<file path="config.mk">
export PLATFORM = sky130hd
export DESIGN_NAME = feed_sequencer
export DESIGN_NICKNAME = d
export VERILOG_FILES = /design/src/rtl/feed_sequencer.sv
export SDC_FILE = /design/constraint.sdc
export NUM_CORES = 1
export LEC_CHECK = 0
export CORE_MARGIN = 3
export CORE_UTILIZATION = 44
export CTS_BUF_LIST = sky130_fd_sc_hd__clkbuf_16
export DETAILED_ROUTE_END_ITERATION = 8
export GPL_TIMING_DRIVEN = 0
export HOLD_SLACK_MARGIN = 0.15
export PLACE_DENSITY = 0.88
export REMOVE_ABC_BUFFERS = 1
export SLEW_MARGIN = 20
export SYNTH_ARGS = -nofsm -noshare
export SYNTH_HDL_FRONTEND = slang
export SYNTH_SLANG_ARGS = --single-unit
</file>
<file path="constraint.sdc">
create_clock -name i_clk -period 3.3 [get_ports i_clk]
set_clock_uncertainty 0.2 [all_clocks]
set_input_delay 0.825 -clock i_clk [delete_from_list [all_inputs] [get_ports i_clk]]
set_output_delay 0.825 -clock i_clk [all_outputs]
set_load 0.01 [all_outputs]
</file>
<file path="src/rtl/feed_sequencer.sv">
// ---------------------------------------------------------------------------
// feed_sequencer
//
// Loads ROWS input buffers from a single ready/valid word stream (row-major,
// k_len words per row), then replays them into a systolic array with the
// classic diagonal skew: row r reads during feed steps r .. r+k_len-1. After
// the last read the sequencer idles DRAIN_CYCLES cycles, pulses o_done for
// one cycle and returns to IDLE.
//
// Ports
//   i_clk        clock, rising edge
//   i_rst_n      synchronous active-low reset
//   i_start      start a job (only looked at in IDLE)
//   i_k_len      words per row, 1..DEPTH, sampled with i_start
//   i_ld_valid   load word valid
//   i_ld_data    load word
//   o_ld_ready   high in LOAD; word accepted on i_ld_valid && o_ld_ready
//   o_wr_en      one-hot buffer write strobe (combinational with the load word)
//   o_wr_data    buffer write data
//   o_rd_en      per-buffer skewed read strobe (registered)
//   o_busy       job in progress
//   o_done       one-cycle completion pulse
//   o_err        one-cycle pulse when a start is rejected for a bad k_len
// ---------------------------------------------------------------------------
module feed_sequencer #(
  parameter int ROWS         = 3,
  parameter int DATA_WIDTH   = 24,
  parameter int ADDR_WIDTH   = 2,
  parameter int DRAIN_CYCLES = 2
) (
  input  logic                  i_clk,
  input  logic                  i_rst_n,
  input  logic                  i_start,
  input  logic [ADDR_WIDTH:0]   i_k_len,
  input  logic                  i_ld_valid,
  input  logic [DATA_WIDTH-1:0] i_ld_data,
  output logic                  o_ld_ready,
  output logic [ROWS-1:0]       o_wr_en,
  output logic [DATA_WIDTH-1:0] o_wr_data,
  output logic [ROWS-1:0]       o_rd_en,
  output logic                  o_busy,
  output logic                  o_done,
  output logic                  o_err
);

  localparam int DEPTH = 1 << ADDR_WIDTH;
  localparam int KW    = ADDR_WIDTH + 1;
  // t must hold values up to DEPTH+ROWS (used as t+2 against k_len+ROWS)
  localparam int TW    = $clog2(DEPTH + ROWS + 1);
  localparam int RW    = (ROWS > 1) ? $clog2(ROWS) : 1;
  localparam int DW    = $clog2(DRAIN_CYCLES + 1);

  localparam logic [2:0] S_IDLE  = 3'd0;
  localparam logic [2:0] S_LOAD  = 3'd1;
  localparam logic [2:0] S_FEED  = 3'd2;
  localparam logic [2:0] S_DRAIN = 3'd3;
  localparam logic [2:0] S_DONE  = 3'd4;

  logic [2:0]      state_reg,  state_next;
  logic [KW-1:0]   k_len_reg,  k_len_next;
  logic [RW-1:0]   row_reg,    row_next;
  logic [KW-1:0]   col_reg,    col_next;
  logic [TW-1:0]   t_reg,      t_next;
  logic [DW-1:0]   drain_reg,  drain_next;
  logic [ROWS-1:0] rd_en_reg,  rd_en_next;
  logic            err_reg,    err_next;

  logic accept;
  logic k_len_ok;
  logic t_last;

  assign accept   = (state_reg == S_LOAD) && i_ld_valid;
  assign k_len_ok = (i_k_len != '0) && (i_k_len <= KW'(DEPTH));
  // last feed step is t = k_len+ROWS-2; compare as t+2 == k_len+ROWS so
  // ROWS = 1 does not need a negative constant
  assign t_last   = (t_reg + TW'(2)) == (TW'(k_len_reg) + TW'(ROWS));

  always_comb begin
    state_next = state_reg;
    k_len_next = k_len_reg;
    row_next   = row_reg;
    col_next   = col_reg;
    t_next     = t_reg;
    drain_next = drain_reg;
    err_next   = 1'b0;

    case (state_reg)
      S_IDLE: begin
        if (i_start) begin
          if (k_len_ok) begin
            k_len_next = i_k_len;
            row_next   = '0;
            col_next   = '0;
            t_next     = '0;
            state_next = S_LOAD;
          end else begin
            err_next = 1'b1;
          end
        end
      end
      S_LOAD: begin
        if (accept) begin
          if (col_reg == k_len_reg - KW'(1)) begin
            col_next = '0;
            if (row_reg == RW'(ROWS - 1)) begin
              state_next = S_FEED;
              t_next     = '0;
            end else begin
              row_next = row_reg + RW'(1);
            end
          end else begin
            col_next = col_reg + KW'(1);
          end
        end
      end
      S_FEED: begin
        if (t_last) begin
          state_next = S_DRAIN;
          drain_next = '0;
        end else begin
          t_next = t_reg + TW'(1);
        end
      end
      S_DRAIN: begin
        if (drain_reg == DW'(DRAIN_CYCLES - 1)) begin
          state_next = S_DONE;
        end else begin
          drain_next = drain_reg + DW'(1);
        end
      end
      S_DONE: begin
        state_next = S_IDLE;
      end
      default: begin
        state_next = S_IDLE;
      end
    endcase
  end

  // Read strobes are decoded from the next-cycle state and step so that the
  // registered strobe lines up with the feed step it belongs to.
  genvar gi;
  generate
    for (gi = 0; gi < ROWS; gi = gi + 1) begin : g_rd
      assign rd_en_next[gi] = (state_next == S_FEED) &&
                              (t_next >= TW'(gi)) &&
                              (t_next < TW'(gi) + TW'(k_len_next));
    end
  endgenerate

  always_ff @(posedge i_clk) begin
    if (!i_rst_n) begin
      state_reg <= S_IDLE;
      k_len_reg <= '0;
      row_reg   <= '0;
      col_reg   <= '0;
      t_reg     <= '0;
      drain_reg <= '0;
      rd_en_reg <= '0;
      err_reg   <= 1'b0;
    end else begin
      state_reg <= state_next;
      k_len_reg <= k_len_next;
      row_reg   <= row_next;
      col_reg   <= col_next;
      t_reg     <= t_next;
      drain_reg <= drain_next;
      rd_en_reg <= rd_en_next;
      err_reg   <= err_next;
    end
  end

  // Write strobe follows the accepted word in the same cycle.
  generate
    for (gi = 0; gi < ROWS; gi = gi + 1) begin : g_wr
      assign o_wr_en[gi] = accept && (row_reg == RW'(gi));
    end
  endgenerate

  assign o_wr_data  = i_ld_data;
  assign o_ld_ready = (state_reg == S_LOAD);
  assign o_rd_en    = rd_en_reg;
  assign o_busy     = (state_reg != S_IDLE);
  assign o_done     = (state_reg == S_DONE);
  assign o_err      = err_reg;

endmodule

</file>
---- After elaboration in Yosys (flattened, before gate mapping) ----
Index checks and enable logic that the tools add are counted.
word-level totals
  flip-flop bits (word level) ............. 20
  input port bits ......................... 31
  logic and storage cells ................. 95
cells by class
  add/sub/neg operators ................... 9
  $lt $le $gt $ge ......................... 7
  equality and inequality tests ........... 17
  multiplexer cells ....................... 33
  reduce and logical (&&, ||, !) cells .... 21
operator list
  operator               count
  $mux W3                20
  $mux W2                7
  $pmux W3 S4            1
  $logic_and A1 B1 Y1    11
  $ne A2 B2 Y1 const B   5
  $eq A3 B2 Y1 const B   3
  $lt A3 B3 Y1           3
  $pmux W3 S3            1
  $pmux W2 S2            2
  $add A3 B1 Y3 const B  2
  $add A3 B2 Y3 const B  2
  $eq A3 B3 Y1           2
  $ge A3 B1 Y1 const B   2
  $pmux W3 S2            1
  $reduce_and A3 Y1      2
  $reduce_and A6 Y1      1
  $reduce_bool A3 Y1     2
  $add A2 B1 Y2 const B  2
  $eq A2 B1 Y1 const B   2
  $ne A2 B1 Y1 const B   2
  $reduce_and A4 Y1      1
  $reduce_bool A2 Y1     2
  $add A1 B3 Y3 const A  1
  $add A2 B3 Y3 const A  1
  other kinds (9)        9

---- Depth between registers and ports, before layout ----
  depth after elaboration ................. 8
  mapped depth ............................ 11
  depth with buffers taken out ............ 11

---- Worst setup path after synthesis ----
OpenSTA, ideal clock, no wires.
  path kind ............................... input-to-reg
  start ................................... in i_k_len[2]
  end ..................................... reg rd_en_reg[1] (netlist: o_rd_en[1])
  data arrival time ....................... 2.626 ns
  data required time ...................... 2.984 ns
  slack ................................... 0.358 ns
  stages on the path ...................... 9
  buffers on the path ..................... 0
  path through ............................ or3_1 > nand3_1 > mux2i_1 > inv_1 > ha_1 > xnor2_1 > ha_1 > o41ai_1 > o211a_1
between the ends
  word-level cells in the longest chain between the ends .. 8
  elaborated cells between the ends (all ways) .. 18
  those cells by class .................... 1 x add/sub; 3 x order compare; 1 x eq/ne; 9 x mux; 4 x reduce/logical
ends and longest elaborated chain
  what                                                line  text
  start, declared                                     34    input logic [ADDR_WIDTH:0] i_k_len,
  $le A3 B3 Y1 or $reduce_bool A3 Y1 (tied branches)  73    assign k_len_ok = (i_k_len != '0) && (i_k_len <= KW'(DEPTH));
  $logic_and A1 B1 Y1 (*)                             73
  $mux W3 (*)                                         90    if (k_len_ok) begin
  $mux W3 (*)                                         89    if (i_start) begin
  $mux W3 (*)                                         87    case (state_reg)
  net k_len_next[1]                                   60    logic [KW-1:0] k_len_reg, k_len_next;
  $add A1 B3 Y3 (*)                                   147   (t_next < TW'(gi) + TW'(k_len_next));
  $lt A3 B3 Y1 (*)                                    147
  $logic_and A1 B1 Y1 (*)                             146   (t_next >= TW'(gi)) &&
  end signal, assigned                                168   rd_en_reg <= rd_en_next;
  end, declared                                       65    logic [ROWS-1:0] rd_en_reg, rd_en_next;
Mark *: on every way through the listed nets, which the timed path passes. The rest lies on a longest branch.
A chain may end at the register's enable or synchronous reset.

---- Final worst setup path ----
  start ................................... in i_start
  end ..................................... reg rd_en_reg[1] (netlist: o_rd_en[1])
between the ends
  word-level cells in the longest chain between the ends .. 5
  elaborated cells between the ends (all ways) .. 12
  those cells by class .................... 1 x add/sub; 2 x order compare; 1 x eq/ne; 6 x mux; 2 x reduce/logical
ends and longest elaborated chain
  what                 line  text
  start, declared      33    input logic i_start,
  $mux W3              89
  $mux W3              87
  net k_len_next[0]    60
  $add A1 B3 Y3        147
  $lt A3 B3 Y1         147
  $logic_and A1 B1 Y1  146
The timed path passes the listed nets, and every way through them passes these cells.

==> results_dict.tcl <==
set metrics [dict create \
    synth_top_area_cell "dfxtp_1" \
    grt_setup_unrepaired "yes" \
    critical_path_required_ns 3.24 \
    leakage_uw 0.0007839 \
    outcome "finished, final reports clean" \
    yosys-top-cells-area "dfxtp_1 (24%), buf_4 (11%), ha_1 (9.7%)" \
    first_iter_violations 70 \
    synth_area_per_cell_sq_um 8.655 \
    drtAntennaViolNets 0 \
    fillerInstances 319 \
    place_inst 226 \
    dieArea_sq_um 4572 \
    cts_sinks 20 \
    final_nets 235 \
    path_max_fanout 6 \
    ff2ff_setup_slack_ns 0.34 \
    clock.fmax_mhz 313.1 \
    drive_gt1_share_pct 13.76 \
    setup_viol 0 \
    wl_per_cell_um 15.81 \
    grt_pass1_wl_um 5727 \
    r2r_start "k_len_reg[0]" \
    intPower_uw 459.9 \
    place_area_sq_um 1672 \
    vias 1296 \
    cts_max_level 1 \
    fp.dieW_um 67.62 \
    hold_violations 0 \
    hold_path_class "reg2reg" \
    synthToLayoutAreaGrowth_pct 9.214 \
    yosysWarnings 0 \
    num_rows 21 \
    cts.path.max_buffers 2 \
    grt_max_degree 18 \
    drt_pre_antenna_iters 4 \
    first_global_vias 1184 \
    worstHoldPathCells 2 \
    synth_common_cells "buf_4 (24), dfxtp_1 (20), inv_1 (16), ha_1 (13), a21oi_1 (12)" \
    endpoint_kind "flop" \
    finalSetupTns_ns 0 \
    finalPower_uw 605.4 \
    viasPerCell 5.515 \
    ys_types 55 \
    holdPathEnd "col_reg[2]" \
    yosysMostFrequentCell "buf_4" \
    clk_latency_ns 0.25 \
    path_clk_slew_ns 0.05 \
    synth_edf_count 0 \
    core_sq_um 3495 \
    p_comb_share_pct 18.4 \
    crit_type "in2reg" \
    syn_inst 193 \
    ys.flop_type "dfxtp_1" \
    ys_seq_area_share_pct 23.97 \
    r2r_end "o_rd_en[2]" \
    synth-async-reset-ratio_pct 0 \
    layout_min_cycle_time_ns 3.193 \
    grt_antenna_before_repair 0 \
    cts_buffers 3 \
    layout.cells.non_filler 235 \
    worst_pin_slew_ns 0.6243 \
    netSwitchingPower_uw 145.5 \
    die_h_um 67.62 \
    cts_tree "done" \
    io_buffer_count 16 \
    arrival_ns 3.14 \
    holdCritStartpoint "col_reg[2]" \
    worstRegToRegCells 11 \
    hold_buffers 0 \
    n_antenna_cell 0 \
    power.density_nw_per_um2 331.9 \
    overflow 0 \
    synth_top_area_share_pct 23.97 \
    final_util_pct 52.20 \
    grt.total_usage_pct 16.78 \
    max_slew_margin_pct 58.29 \
    seq_power_share_pct 41.5 \
    drv_cap 0 \
    drc 0 \
    fin_area_sq_um 1824 \
    gp_congestion 0.9501 \
    netlist_area_sq_um 1670 \
    dp_hpwl_um 2735 \
    power.share.switching_pct 24.03 \
    clkPwrFrac_pct 40.1 \
    start_util_pct 47.80 \
    irDropWorstVdd_v 0.0002250 \
    ys_ff_latch 20 \
    fin_crit_sh_pct 96.77 \
    slew_violations 0 \
    clockRootBuffer "clkbuf_16" \
    drt_wl_total_um 3716 \
    startpoint_type "input port" \
    ios 65 \
]
[what timing repair did]
item | CTS | global route
pin swaps | 0 | 2
setup buffers | 1 | 5
endpoints found under the setup margin | 3 | 3
gates resized for setup | 5 | 4
[cell families after synthesis]
| kind of cell | share of synthesized area (%) |
|---|---|
| simple gates | 22.47 |
| mux | 1.199 |
| buf+inv | 16.55 |
| xor+xnor | 6.517 |
| fa+ha+maj | 9.738 |
| compound gates | 19.55 |
| flops | 23.97 |
[worst max-delay path by stage]
stage               start         end
3_3_place_gp   i_k_len[2]  o_rd_en[1]
6_report          i_start  o_rd_en[1]
2_1_floorplan  i_k_len[2]  o_rd_en[1]
4_1_cts        i_k_len[1]  o_rd_en[1]
3_5_place_dp   i_k_len[1]  o_rd_en[1]
5_1_grt           i_start  o_rd_en[2]
[layout by cell type, fill, tap and decap left out, types with 3 or more instances in the layout]
cell type	count
a31oi_1	3
nor2_1	8
ha_1	13
a21oi_1	12
nor3_1	4
nand2_1	5
nor2b_1	9
clkdlybuf4s50_1	13
and3_1	4
o21ai_0	4
xor2_1	4
dfxtp_1	20
xnor2_1	4
buf_4	6
o21a_1	4
dlymetal6s2s_1	3
nor3b_1	3
inv_1	16
clkbuf_16	3
and2_1	5
[cell type report]
type	count	area [sq um]	share of cell area, %
multi-input combinational	128	1018	55.83
inverter	16	60.06	3.292
sequential	20	400.4	21.95
timing repair buffer	22	212.7	11.66
tap	46	57.56	3.155
clock buffer	3	75.07	4.115
[per-layer routing]
layer  part of all wire, %  vias to the layer above  GRT usage (%)
met4                     0                        0          1.519
met2                    42                       47          23.57
met3                    11                        0          11.15
li1                      -                      651              -
met1                    46                      598          21.97
met5                     0                        -              0
[worst max-delay path, stage by stage]
cell and delay (ns):
clkdlybuf4s50_1 0.48, nor4b_4 0.34, nand3_2 0.18, a32oi_2 0.32, inv_1 0.09, ha_1 0.20, xnor2_1 0.12, ha_1 0.30
o41ai_1 0.07, o211a_1 0.20
[power by group through the flow]
| stage | combinational, uW | sequential (uW) | clock [uW] |
|---|---|---|---|
| after floorplan | 66.7 | 255 | 0 |
| after global routing | 123 | 252 | 261 |
| final | 111 | 251 | 243 |
| after global placement | 95.2 | 256 | 0 |
| after detailed placement | 97.2 | 256 | 0 |
| after CTS | 103 | 251 | 250 |
[stage by stage]
step / hold WS [ns] / setup WS [ns]
floorplan: 0.2567 / 0.3578
global placement: 0.2781 / -0.2989
detailed placement: 0.2860 / -0.3540
CTS: 0.2912 / 0.02531
global route: 0.3226 / -0.01583
finish: 0.2918 / 0.1066
Power figures use the tool's default switching activity.
